`src/rtl/ram_arbiter_pkg.sv`:
```
// Shared types for the two-port RAM arbiter: ownership states and port ids.
package ram_arbiter_pkg;
  localparam int RAM_DEPTH_BITS = 8;

  typedef enum logic [1:0] {
    IDLE   = 2'd0,
    LOCK_A = 2'd1,
    LOCK_B = 2'd2
  } own_state_e;

  typedef enum logic {
    PORT_A = 1'b0,
    PORT_B = 1'b1
  } port_id_e;
endpackage

```
`src/rtl/ram_arb_pick.sv`:
```
// Pure combinational 2-way pick: lock owner first, then fixed or round-robin tie-break.
module ram_arb_pick
  import ram_arbiter_pkg::*;
#(
  parameter int FIXED_PRIO = 0
) (
  input  logic       a_req,
  input  logic       b_req,
  input  port_id_e   rr_last,
  input  own_state_e own_state,
  output logic       a_win,
  output logic       b_win
);
  always_comb begin
    a_win = 1'b0;
    b_win = 1'b0;
    case (own_state)
      LOCK_A: a_win = a_req;
      LOCK_B: b_win = b_req;
      default: begin
        if (a_req && b_req) begin
          // Tie: A wins under fixed priority, else whoever was not served last.
          if (FIXED_PRIO != 0 || rr_last == PORT_B) a_win = 1'b1;
          else                                      b_win = 1'b1;
        end else begin
          a_win = a_req;
          b_win = b_req;
        end
      end
    endcase
  end
endmodule

```
`src/rtl/ram_arbiter.sv`:
```
// Arbitrates one single-beat access per cycle onto a shared single-port RAM,
// with per-requester locking and read data returned one cycle after grant.
module ram_arbiter
  import ram_arbiter_pkg::*;
#(
  parameter int WIDTH      = 16,
  parameter int AWIDTH     = 16,
  parameter int FIXED_PRIO = 0
) (
  input  logic              clk,
  input  logic              reset_bar,
  input  logic              a_req,
  input  logic              a_we,
  input  logic [AWIDTH-1:0] a_addr,
  input  logic [WIDTH-1:0]  a_wdata,
  input  logic              a_lock,
  output logic              a_gnt,
  output logic              a_rvalid,
  output logic [WIDTH-1:0]  a_rdata,
  input  logic              b_req,
  input  logic              b_we,
  input  logic [AWIDTH-1:0] b_addr,
  input  logic [WIDTH-1:0]  b_wdata,
  input  logic              b_lock,
  output logic              b_gnt,
  output logic              b_rvalid,
  output logic [WIDTH-1:0]  b_rdata,
  output logic [AWIDTH-1:0] ram_address,
  output logic [WIDTH-1:0]  ram_in,
  output logic              ram_load_bar,
  input  logic [WIDTH-1:0]  ram_value
);
  own_state_e        own_state, own_next;
  port_id_e          rr_last, rd_owner;
  logic              rd_pend;
  logic [AWIDTH-1:0] held_addr;
  logic              a_win, b_win, gnt, win_we, win_lock;

  ram_arb_pick #(.FIXED_PRIO(FIXED_PRIO)) u_pick (
    .a_req     (a_req),
    .b_req     (b_req),
    .rr_last   (rr_last),
    .own_state (own_state),
    .a_win     (a_win),
    .b_win     (b_win)
  );

  // Grants are suppressed while reset is held so the RAM sees no strobe.
  assign a_gnt    = a_win & reset_bar;
  assign b_gnt    = b_win & reset_bar;
  assign gnt      = a_gnt | b_gnt;
  assign win_we   = b_gnt ? b_we   : a_we;
  assign win_lock = b_gnt ? b_lock : a_lock;

  always_comb begin
    ram_address  = held_addr;
    ram_in       = '0;
    ram_load_bar = 1'b1;
    if (gnt) begin
      ram_address  = b_gnt ? b_addr  : a_addr;
      ram_in       = b_gnt ? b_wdata : a_wdata;
      ram_load_bar = ~win_we;
    end
  end

  always_comb begin
    own_next = own_state;
    if (gnt) own_next = win_lock ? (b_gnt ? LOCK_B : LOCK_A) : IDLE;
  end

  always_ff @(posedge clk or negedge reset_bar) begin
    if (!reset_bar) begin
      own_state <= IDLE;
      rr_last   <= PORT_B;
      rd_pend   <= 1'b0;
      rd_owner  <= PORT_A;
      held_addr <= '0;
    end else begin
      own_state <= own_next;
      rd_pend   <= gnt & ~win_we;
      rd_owner  <= b_gnt ? PORT_B : PORT_A;
      if (gnt) begin
        rr_last   <= b_gnt ? PORT_B : PORT_A;
        held_addr <= ram_address;
      end
    end
  end

  // RAM registers its output, so the tag lines up with ram_value one cycle on.
  assign a_rvalid = rd_pend && (rd_owner == PORT_A);
  assign b_rvalid = rd_pend && (rd_owner == PORT_B);
  assign a_rdata  = a_rvalid ? ram_value : '0;
  assign b_rdata  = b_rvalid ? ram_value : '0;
endmodule

```
`config.mk`:
```
export PLATFORM = sky130hd
export DESIGN_NAME = ram_arbiter
export DESIGN_NICKNAME = d
export VERILOG_FILES = /design/src/rtl/ram_arbiter_pkg.sv /design/src/rtl/ram_arb_pick.sv /design/src/rtl/ram_arbiter.sv
export SDC_FILE = /design/constraint.sdc
export NUM_CORES = 1
export LEC_CHECK = 0
export ABC_CLOCK_PERIOD_IN_PS = 2300
export BUFFER_PORTS_ARGS = -buffer_cell sky130_fd_sc_hd__buf_2
export CAP_MARGIN = 20
export CORE_ASPECT_RATIO = 0.6
export CORE_MARGIN = 8
export CORE_UTILIZATION = 39
export DETAILED_ROUTE_END_ITERATION = 6
export GPL_TIMING_DRIVEN = 1
export PLACE_DENSITY_LB_ADDON = 0.08
export SLEW_MARGIN = 20
export SYNTH_ARGS = -nofsm -noshare
export SYNTH_HDL_FRONTEND = slang
export SYNTH_HIERARCHICAL = 1
export SYNTH_SLANG_ARGS = --single-unit
export TNS_END_PERCENT = 20
```
`constraint.sdc`:
```
create_clock -name clk -period 2.3 [get_ports clk]
set_input_delay 0.115 -clock clk [delete_from_list [all_inputs] [get_ports clk]]
set_output_delay 0.115 -clock clk [all_outputs]
set_load 0.01 [all_outputs]
```
==> results.txt <==
Max clock buf depth - 2
Fin. max-slew vios - 0
Most frequent cells in the layout - 150 x buf_2, 31 x o221a_2, 19 x dfrtp_1
Drt wl/cell - 16.7 um
GP Congestion - 0.842
Clk_skew - 0.00635 ns
ANT cells - 0
Cells after Synth - 200
Hold crit path type - input port to flip-flop
Top cells by area, synth - dfrtp_1 26%, o221a_2 19%, nand3b_1 6.3%, and2_1 5.9%, nand4bb_1 5.9%
Met3 wire length - 565 um
CP Max Fanout - 5
Top layer in use - met3
Crit share post-route - 101%
Seq cells post-synth - 21
Mapped Nets - 290
Worst Path Class, Setup - flip-flop to primary output
Status - finished with violations
Hold path startpoint - b_lock
Num rows - 19
Die Span X - 107 um
Worst Setup EP - ram_address[4]
Crit path cell chain - ha_4 > o21ai_4 > a31oi_4 > buf_6 > or4bb_1 > o221a_2 > buf_6
Initial Util - 41.1%
Worst Tran Pin Value - 0.405 ns
Largest net degree at the start of global routing - 35
Fraction of layout cells with a size suffix above 1 - 62.6%
Worst Path Buf+Inv - 2
Post-synthesis sequential area ratio - 27.5%
TritonCTS clock tree - yes
Slowest-stage cell, CP - or4bb_1
Vias in the first global route - 2124
Crit path launch type - flip-flop
Clk sinks - 21
Distinct cell type count after synthesis - 35
Clock root cell - clkbuf_8
Final wirelength - 6.99 mm
Gr ovfl total - 0
Initial antenna violation count - 0
Most common cell after layout, fill and taps aside - buf_2
Max-cap check violation count - 0
CTS clk-pin slew, worst paths - 0.08 ns
Post-Syn Area - 0.00192 mm^2
Ys Warns - 6
Total track usage - 17.3%
Crit path from - own_state[1]
Minimum clock period - 2.33 ns
CP delay by family, top - simple AND/OR/NAND/NOR gates
WL met2 - 3.35 mm
Num CTS Buffers - 3
Worst reg2reg path startpoint - own_state[1]
RR Endpoint - held_addr[4]
Slew headroom - 73.0%
Place WS - 0.0307 ns
Global-route wire length before repair - 11.0 mm
Synth area leader - dfrtp_1
Initial DRC count - 93
Final WS setup - -0.0257 ns
Fin util - 64.3%
DP HPWL - 5.35 mm
I/O Pins - 157
Worst R2R Path Depth - 6
Final setup fails - 2
Pre-antenna DRT Iters - 4
Clk Latency, worst-skew pair - 0.26 ns
Fin Hold WS - 0.0968 ns
CP max stage delay - 0.50 ns
Via/cell ratio - 5.21
Post-synth top area share - 26.1%
Max H-tree Level - 1
Critical Path End Type - primary output
Core ar. - 0.00466 mm^2
Vias - 2185
Worst EP arrival - 2.21 ns
PwrDens - 1110 mW/mm^2
RSZ-0062 raised after global routing - yes
DIE AREA - 0.00749 mm^2
Avg Cell Area, Syn - 9.58 um^2
Final hold vios - 0
Area Overhead vs Synth - 56.3%
Lkg Pwr - 0.00154 uW
Final setup TNS - -0.0270 ns
Fmax - 430 MHz
DIE HEIGHT - 70.3 um
DR DRC count - 0
Met1 WL - 3.08 mm
VDD IR max - 0.670 mV
CP Data Required Time - 2.18 ns
Fin nets - 447
CP dominant cell by count - buf_6
Failing checks - setup timing
I/O Buffers - 156
Antenna Nets Post-Route - 0
Cell depth of the worst setup path - 7
Flop2flop setup slack - 0.36 ns
## per-layer routing
layer / vias up / global-route usage, %
met4: 0 / 0.465
met5: - / 0
met2: 74 / 29.6
met3: 0 / 6.04
met1: 1026 / 21.5
li1: 1085 / -
## cell usage after synthesis
library cell,n
buf_4,3
buf_12,1
clkbuf_8,1
clkbuf_2,1
nor2_1,1
and2b_1,1
o2bb2ai_1,1
o21ai_1,2
clkbuf_4,1
nor3b_1,1
o21a_1,2
or4bb_1,6
and3b_2,1
and3_1,16
o21ai_0,2
a31oi_1,2
inv_1,6
a221o_1,1
and2_2,1
o221a_2,32
nand2_2,1
and2_1,18
nor2b_1,3
dfstp_2,1
buf_6,2
buf_2,8
clkbuf_1,4
nand3b_1,16
nand4bb_1,10
buf_8,1
ha_1,2
nand2_1,16
a21boi_0,12
a21boi_1,4
dfrtp_1,20
## final cells by class
cell class,count,area (um^2)
fillers,431,1660
multi-input cells,152,1300
repair buffers,173,1020
clock buffers,3,41.3
inverters,6,22.5
well taps,63,78.8
clock inverters,1,5.00
flip-flops and latches,21,528
## worst min-delay path by stage
stage                               to  slack [ns]  cells after the start
final                     own_state[1]         0.1                      2
after global routing      own_state[1]        0.09                      2
after CTS                 own_state[1]        0.09                      2
after detailed placement  held_addr[1]        0.04                      1
after global placement    held_addr[1]        0.04                      1
after floorplan           held_addr[0]       -0.18                      0
## flip-flops by register name, summed over array words and instances, names as in the netlist
signal and cells:
held_addr 16, own_state 2, rd_owner 1, rd_pend 1, rr_last 1
## worst reg2reg max path, cell delays in order (launching register included)
cell,delay [ns]
dfrtp_2,0.45
ha_4,0.26
o21ai_4,0.23
a31oi_4,0.09
buf_6,0.15
or4bb_1,0.50
o221a_2,0.15
## kinds of logic (layout without fill, tap and decap cells)
group,Yosys count,count (layout),share of synthesized area [%]
fa+ha+maj,2,2,1.31
buf+inv,28,183,9.59
simple gates,91,91,33.1
compound gates,58,59,28.5
flops,21,21,27.5
## timing repair
item	CTS	global route
setup buffers	6	1
pin swaps	8	6
gates cloned	2	0
gates resized for setup	21	5
hold buffers	1	0
setup endpoints to repair	33	31
endpoints found under the hold margin	8	0
## stage by stage
step,instance area (um^2),total power [uW],instances
after global routing,3000,3560,419
after detailed placement,2710,2600,405
after floorplan,1920,2040,200
final,3000,3320,419
after CTS,2970,3260,418
after global placement,2710,2570,405
## power by group
group	internal (uW)	switching, uW	leakage, uW
Combinational	1310	1060	0.00127
Sequential	551	149	0.000236
Clock	121	123	0.0000255
Total	1980	1330	0.00154
No activity file was read; power rests on OpenSTA's default activity.
